===== src/rtl/merge_tree_pkg.sv =====
// merge_tree_pkg: shared widths, record word type and beat helpers for the merge tree
package merge_tree_pkg;
  localparam int KEEP_MAX = 512;
  localparam int REC_W = 64;
  typedef struct packed {
    logic last;
    logic [REC_W-1:0] record;
  } rec_word_t;
  function automatic int records_per_beat(input int axis_w, input int rec_w);
    return axis_w / rec_w;
  endfunction
  function automatic logic [KEEP_MAX-1:0] keep_mask(input int slot, input int rec_bytes = REC_W / 8);
    return {KEEP_MAX{1'b1}} >> (KEEP_MAX - (slot + 1) * rec_bytes);
  endfunction
endpackage


===== src/rtl/merge_tree_collect.sv =====
// merge_tree_collect: packs the root {last, record} stream into AXI4-Stream beats
module merge_tree_collect
  import merge_tree_pkg::*;
#(
  parameter int AXIS_TDATA_WIDTH = 512,
  parameter int RECORD_DATA_WIDTH = 64
) (
  input  logic                          i_clk,
  input  logic                          i_rst_n,
  input  logic [RECORD_DATA_WIDTH:0]    i_data,
  input  logic                          i_data_vld,
  output logic                          o_read,
  output logic                          m_axis_tvalid,
  input  logic                          m_axis_tready,
  output logic [AXIS_TDATA_WIDTH-1:0]   m_axis_tdata,
  output logic [AXIS_TDATA_WIDTH/8-1:0] m_axis_tkeep,
  output logic                          m_axis_tlast
);
  localparam int RPB = records_per_beat(AXIS_TDATA_WIDTH, RECORD_DATA_WIDTH);
  localparam int SW = $clog2(RPB);
  localparam int KW = AXIS_TDATA_WIDTH / 8;
  if (AXIS_TDATA_WIDTH % RECORD_DATA_WIDTH != 0 || RECORD_DATA_WIDTH % 8 != 0 ||
      RPB < 2 || (RPB & (RPB - 1)) != 0) begin : g_bad_params
    $error("merge_tree_collect: invalid AXIS_TDATA_WIDTH/RECORD_DATA_WIDTH");
  end
  logic [SW-1:0] slot;
  logic [RPB-2:0][RECORD_DATA_WIDTH-1:0] pack;
  logic [RPB-1:0][RECORD_DATA_WIDTH-1:0] beat;
  logic [RECORD_DATA_WIDTH-1:0] rec;
  logic last;
  logic closing;
  assign rec = i_data[RECORD_DATA_WIDTH-1:0];
  assign last = i_data[RECORD_DATA_WIDTH];
  assign closing = last || slot == SW'(RPB - 1);
  assign o_read = i_rst_n && i_data_vld && (!closing || !m_axis_tvalid || m_axis_tready);
  for (genvar k = 0; k < RPB - 1; k++) begin : g_lane
    assign beat[k] = SW'(k) == slot ? rec : SW'(k) < slot ? pack[k] : '0;
  end
  assign beat[RPB-1] = slot == SW'(RPB - 1) ? rec : '0;
  always_ff @(posedge i_clk or negedge i_rst_n)
    if (!i_rst_n) begin
      slot <= '0;
      pack <= '0;
      m_axis_tvalid <= 1'b0;
      m_axis_tdata <= '0;
      m_axis_tkeep <= '0;
      m_axis_tlast <= 1'b0;
    end else begin
      if (o_read) slot <= closing ? '0 : slot + 1'b1;
      for (int k = 0; k < RPB - 1; k++)
        if (o_read && !closing && slot == SW'(k)) pack[k] <= rec;
      if (o_read && closing) begin
        m_axis_tvalid <= 1'b1;
        m_axis_tdata <= beat;
        m_axis_tkeep <= KW'(keep_mask(int'(slot), RECORD_DATA_WIDTH / 8));
        m_axis_tlast <= last;
      end else if (m_axis_tready) m_axis_tvalid <= 1'b0;
    end
endmodule


===== config.mk =====
export PLATFORM = sky130hd
export DESIGN_NAME = merge_tree_collect
export DESIGN_NICKNAME = d
export VERILOG_FILES = /design/src/rtl/merge_tree_pkg.sv /design/src/rtl/merge_tree_collect.sv
export SDC_FILE = /design/constraint.sdc
export NUM_CORES = 1
export LEC_CHECK = 0
export ABC_AREA = 1
export CORE_ASPECT_RATIO = 1.75
export CORE_MARGIN = 4
export CORE_UTILIZATION = 40
export CTS_CLUSTER_DIAMETER = 120
export CTS_CLUSTER_SIZE = 12
export DETAILED_ROUTE_END_ITERATION = 10
export PLACE_DENSITY = 0.67
export SETUP_SLACK_MARGIN = 0.05
export SYNTH_ARGS = -nofsm -noshare
export SYNTH_HDL_FRONTEND = slang
export SYNTH_SLANG_ARGS = --single-unit

===== constraint.sdc =====
create_clock -name i_clk -period 2.4 [get_ports i_clk]
set_clock_uncertainty 0.2 [all_clocks]
set_input_delay 0.36 -clock i_clk [delete_from_list [all_inputs] [get_ports i_clk]]
set_output_delay 0.36 -clock i_clk [all_outputs]
set_load 0.01 [all_outputs]

==> impl_metrics.tcl, run 1 <==
set metrics [dict create \
    dpl.cell_count 6726 \
    track_usage 0.2587 \
    finalPower_uw 51000 \
    synth_common_cells "nand2_1, dfrtp_1, o21ai_0, nand3_1, buf_2" \
    fin_area_sq_mm 0.05535 \
    setup-violations-final 360 \
    pwr-share-clk 0.258 \
    drcViolationCount 0 \
    worst_pin_slew_ns 1.025 \
    cts_buffers 91 \
    period_share 1.050 \
    start_kind "flop" \
    syn_area_per_cell_sq_um 8.391 \
    wire_per_inst_um 23.82 \
    gp_congestion 0.8199 \
    grt_pass1_vias 35610 \
    synth_top_area_frac 0.5794 \
    yosys_warnings 0 \
    area_growth_pct 31.72 \
    grt_overflow_total 0 \
    synth-seq-cells 973 \
    combinationalPowerShare 0.289 \
    syn-cell-area_sq_mm 0.04202 \
    layout.nets 5671 \
    ys_types 24 \
    violations "negative setup slack" \
    peakVddDrop_v 0.0005692 \
    die_h_um 436.8 \
    hold_ws_ns 0.04078 \
    status "finished, violations left" \
    hold_viol 0 \
    root_buffer "clkbuf_16" \
    worstPathBufferInverterCount 4 \
    start_util 0.4021 \
    ant_nets 0 \
    die_w_um 253.0 \
    p_sw_frac 0.3350 \
    grt_pass1_wl_um 221300 \
    netlist_instances 5008 \
    drt-total-wl_um 165700 \
    die-area_sq_mm 0.1105 \
    rsz0062_at_grt "yes" \
    cts_tree "built" \
    io_pins 648 \
    fin_ws_ns -0.1197 \
    cts_max_path_buffers 3 \
    crit_type "flop to flop" \
    final_cells 6957 \
    internal_power_uw 33910 \
    post-synth-top-area-cell "dfrtp_1" \
    clock_latency_ns 0.71 \
    path_max_fanout 44 \
    viasPerCell 5.492 \
    synth-seq-area-share 0.5794 \
    critPathTopFamily "buffers and inverters" \
    slew_violations 0 \
    slew_headroom 0.3170 \
    worstPathArrival_ns 2.96 \
    end_kind "flop" \
    p_per_area_mw_per_mm2 921.3 \
    fillers 9566 \
    yosysMostFrequentCell "nand2_1" \
    drive_gt1_frac 0.09441 \
    worstPathCellList "buf_4 > buf_4 > nand2_2 > nor2_4 > clkinv_2 > buf_12 > o21ai_0 > nand2_1 > nand2_1" \
    dp_hpwl_um 92640 \
    clock.fmax_mhz 396.9 \
    p_switching_uw 17090 \
    max_stage_delay_ns 0.41 \
    layout_min_cycle_time_ns 2.520 \
    postSynth.asyncResetShare 1.000 \
    antenna_found_initial 6 \
    ys.flop_type "dfrtp_1" \
    cp.required_ns 2.84 \
    max_cap_viol_count 0 \
    io_buffers 647 \
    cts_sinks 973 \
    post_dp_cell_area_sq_mm 0.04998 \
    synth_fp_nets 5083 \
    hold_class "primary input to flop" \
    synth-edff-count 0 \
    synth_area_leaders "dfrtp_1, nand2_1, o21ai_0" \
    power.leakage_uw 0.02637 \
    seq_power_share 0.453 \
    cp_slowest_cell "dfrtp_1" \
    r2r_slack_ns -0.12 \
    vias 38210 \
    clkSlewWorstSetupHoldPaths_ns 0.07 \
    htreeDepth 3 \
    rows 157 \
    core_sq_mm 0.1045 \
    drt_iter0_drc 3911 \
    first_pass_iters 7 \
    grt_max_degree 148 \
]
## worst min-delay path, delay by kind of cell
kind | cells | cell delay (ns)
buf+inv | 1 | 0.41
simple gates | 1 | 0.07
compound gates | 1 | 0.06
## metal layers
layer / wire (um) / track usage / vias to the layer above / share of wire
met5: 13 / 0 / - / 0.000078
met4: 8304 / 0.1075 / 2 / 0.050
met3: 13360 / 0.04655 / 367 / 0.081
met1: 64350 / 0.3401 / 18688 / 0.39
met2: 79710 / 0.4236 / 2026 / 0.48
li1: - / - / 17127 / -
## flip-flops by register name (all words and copies together), names as in the netlist
register,flops
m_axis_tdata,512
pack,448
m_axis_tkeep,8
slot,3
m_axis_tlast,1
m_axis_tvalid,1
## stage by stage
| stage | setup slack [ns] | setup TNS (ns) | util |
|---|---|---|---|
| 6_report | -0.1197 | -13.45 | 0.5297 |
| 5_1_grt | -0.1579 | -42.50 | 0.5296 |
| 3_3_place_gp | -0.05733 | -0.06710 | 0.4783 |
| 2_1_floorplan | 0.4451 | 0 | - |
| 4_1_cts | -0.1224 | -0.1224 | 0.5066 |
| 3_5_place_dp | -0.06651 | -0.1403 | 0.4783 |
## repair_timing
action                                  in CTS  in global routing
pin swaps                                    9                  2
setup buffers                               17                 34
endpoints found under the setup margin     203                683
hold buffers                                 1                  0
gates resized for setup                    119                152
cloned                                       5                 71
hold endpoints to repair                   638                  0
## power by group through the flow
stage                     logic [uW]  clock network (uW)  registers [uW]
after floorplan                 6670                   0           23200
after global placement         13500                   0           23100
after detailed placement       13800                   0           23200
after CTS                      14100               13400           23000
after global routing           16100               14000           23500
final                          14700               13200           23100
## logic make-up after synthesis
logic type / synth area share
AND/OR/NAND/NOR: 0.2331
flip-flops: 0.5794
AO/OA/AOI/OAI: 0.1175
buffers and inverters: 0.06821
adder cells (fa/ha/maj): 0.001786
## cell type report
type / instances / area, sq um / area share
sequential: 973 / 24370 / 0.4402
inverter: 83 / 340.3 / 0.006148
antenna: 3 / 7.507 / 0.0001356
multi-input combinational: 3481 / 15250 / 0.2755
clock buffer: 98 / 2389 / 0.04315
clock inverter: 2 / 20.02 / 0.0003617
tap: 1351 / 1690 / 0.03054
timing repair buffer: 966 / 11290 / 0.2039
## layout by cell type (no fill, tap or decap), drive strengths merged
cell type      count
ha                 6
dfrtp            973
clkbuf           148
inv               81
clkdlybuf4s50    633
clkinv             4
nor2               9
o22ai             64
nand3b             1
a21oi              1
o21ai            903
clkdlybuf4s18      1
nand3            270
bufbuf             2
diode              3
buf              267
dlygate4sd2       12
dlygate4sd3        1
nand2           2227
## path summary, 6_finish.rpt
check,from,endpoint,depth (start not counted)
setup reg to reg,slot[0],m_axis_tdata[222],9
hold reg to reg,m_axis_tdata[119],m_axis_tdata[119],2
min in group asynchronous,i_rst_n,pack[384],4
max in group asynchronous,i_rst_n,m_axis_tdata[491],4
hold / removal,i_data[36],m_axis_tdata[484],3
setup / recovery,slot[0],m_axis_tdata[222],9
No activity file was read; power rests on OpenSTA's default activity.
==> run 2: changes to the inputs <==
--- a/config.mk
+++ b/config.mk
@@ -10,8 +10,9 @@
 export CORE_MARGIN = 4
 export CORE_UTILIZATION = 40
 export CTS_CLUSTER_DIAMETER = 120
-export CTS_CLUSTER_SIZE = 12
+export CTS_CLUSTER_SIZE = 16
 export DETAILED_ROUTE_END_ITERATION = 10
+export HOLD_SLACK_MARGIN = 0.02
 export PLACE_DENSITY = 0.67
 export SETUP_SLACK_MARGIN = 0.05
 export SYNTH_ARGS = -nofsm -noshare
==> run 2 against run 1 <==
Against the previous run: final area up 5.4%; non-clock buffer count is 94 higher; worst setup slack gained 0.018 ns; largest cell class unchanged; highest routed layer unchanged; critical path type is now flop to primary output; sequential power grew 2%; worst hold slack better by 0.053 ns; the flow finishes with violations (design-rule violations, negative setup slack); critical endpoint is now o_read; combinational power rose by 8%; register-to-register slack better by 0.03 ns.
==> impl_metrics.tcl, run 2 (synthesis results as in run 1) <==
set metrics [dict create \
    status "finished, violations left" \
    violations "design-rule violations, negative setup slack" \
    slew_headroom 0.2578 \
    start_kind "flop" \
    layout_min_cycle_time_ns 2.501 \
    multi_input_area_sq_mm 0.01669 \
    rsz0062_at_grt "yes" \
    antenna_found_initial 4 \
    hold_viol 0 \
    max_cap_viol_count 0 \
    reg2reg_depth 14 \
    die_w_um 253.0 \
    cts_max_path_buffers 3 \
    pwr-share-clk 0.222 \
    worst_pin_slew_ns 1.113 \
    finalPower_uw 50600 \
    end_kind "primary output" \
    internal_power_uw 32950 \
    grt_max_degree 148 \
    dp_hpwl_um 92640 \
    die_h_um 436.8 \
    clock.fmax_mhz 399.8 \
    wire_per_inst_um 26.05 \
    slew_violations 0 \
    p_per_area_mw_per_mm2 867.1 \
    power.leakage_uw 0.02789 \
    period_share 1.042 \
    area_growth_pct 38.86 \
    core_sq_mm 0.1045 \
    rows 157 \
    drive_gt1_frac 0.1647 \
    hold_class "primary input to flop" \
    peakVddDrop_v 0.0006694 \
    largest_reg_flops 512 \
    first_pass_iters 11 \
    combinationalPowerShare 0.314 \
    gp_congestion 0.8199 \
    grt_pass1_wl_um 221800 \
    fin_ws_ns -0.1015 \
    p_switching_uw 17640 \
    io_buffers 647 \
    hold_ws_ns 0.09378 \
    p_sw_frac 0.3487 \
    ant_nets 0 \
    drt_iter0_drc 4331 \
    fillers 9239 \
    clkSlewWorstSetupHoldPaths_ns 0.08 \
    cp.required_ns 1.84 \
    setup-violations-final 361 \
    layout_commonest_cell "nand2_1" \
    regMostFlops "m_axis_tdata" \
    drt-total-wl_um 183100 \
    track_usage 0.2593 \
    cts_sinks 973 \
    largestRegisters "m_axis_tdata: 512 flops, pack: 448 flops, m_axis_tkeep: 8 flops" \
    cts_tree "built" \
    final_cell_mix "nand2_1, dfrtp_1, clkdlybuf4s50_1" \
    worstPathArrival_ns 1.94 \
    htreeDepth 3 \
    path_max_fanout 2 \
    area.sequential_sq_mm 0.02437 \
    layout.nets 5745 \
    seq_power_share 0.464 \
    grt_pass1_vias 35434 \
    crit_type "flop to primary output" \
    root_buffer "clkbuf_16" \
    grt_overflow_total 0 \
    vias 39639 \
    die-area_sq_mm 0.1105 \
    start_util 0.4021 \
    viasPerCell 5.639 \
    io_pins 648 \
    holdPathStages 3 \
    dpl_worst_slack_ns -0.06651 \
    cts_buffers 70 \
    drcViolationCount 2 \
    clock_latency_ns 0.66 \
]
[run 2: critical path, cell delays in order, from the launching register on]
cell and delay, ns:
dfrtp_4 0.49, ha_4 0.18, ha_4 0.16, inv_4 0.06, nand2_4 0.05, a21oi_2 0.17, buf_2 0.17
[run 2: final timing paths]
| check | start | endpoint | slack (ns) |
|---|---|---|---|
| hold reg to reg | m_axis_tdata[119] | m_axis_tdata[119] | 0.28 |
| hold / removal | i_data[36] | m_axis_tdata[484] | 0.09 |
| min in group asynchronous | i_rst_n | pack[177] | 0.47 |
| max in group asynchronous | i_rst_n | pack[231] | 0.67 |
| setup / recovery | slot[1] | o_read | -0.10 |
| setup reg to reg | slot[1] | pack[295] | -0.09 |
[run 2: power by group through the flow]
stage          Clock, uW  Sequential, uW  Combinational, uW
6_report           11200           23500              15900
5_1_grt            12000           23800              17200
4_1_cts            11400           23000              14000
3_5_place_dp           0           23200              13800
3_3_place_gp           0           23100              13500
2_1_floorplan          0           23200               6670
[run 2: stage by stage]
step                area, sq um  std cells  TNS [ns]  utilization
detailed placement        49980       6726   -0.1403       0.4783
floorplan                 42020       5008         0            -
finish                    58350       7030    -10.91       0.5584
CTS                       52640       6833   -0.3245       0.5037
global route              58350       7028    -29.93       0.5583
global placement          49980       6726  -0.06710       0.4783
[run 2: layout make-up]
class | instances | area share
clock buffer | 74 | 0.03100
inverter | 83 | 0.006004
multi-input combinational | 3482 | 0.2860
antenna | 2 | 0.00008577
sequential | 973 | 0.4176
tap | 1351 | 0.02897
clock inverter | 5 | 0.0008148
timing repair buffer | 1060 | 0.2295
[run 2: timing repair]
action	in CTS	in global routing
gates cloned	12	136
setup endpoints to repair	188	842
buffers inserted	15	63
hold endpoints to repair	594	0
hold buffers	1	0
gates resized for setup	102	831
pin swaps	14	88
[run 2: metal layers]
layer / up-vias / track usage / part of all wire
met5: - / 0 / 0.000055
li1: 17301 / - / -
met1: 19415 / 0.3419 / 0.37
met3: 542 / 0.04542 / 0.088
met4: 2 / 0.1075 / 0.070
met2: 2379 / 0.4243 / 0.47
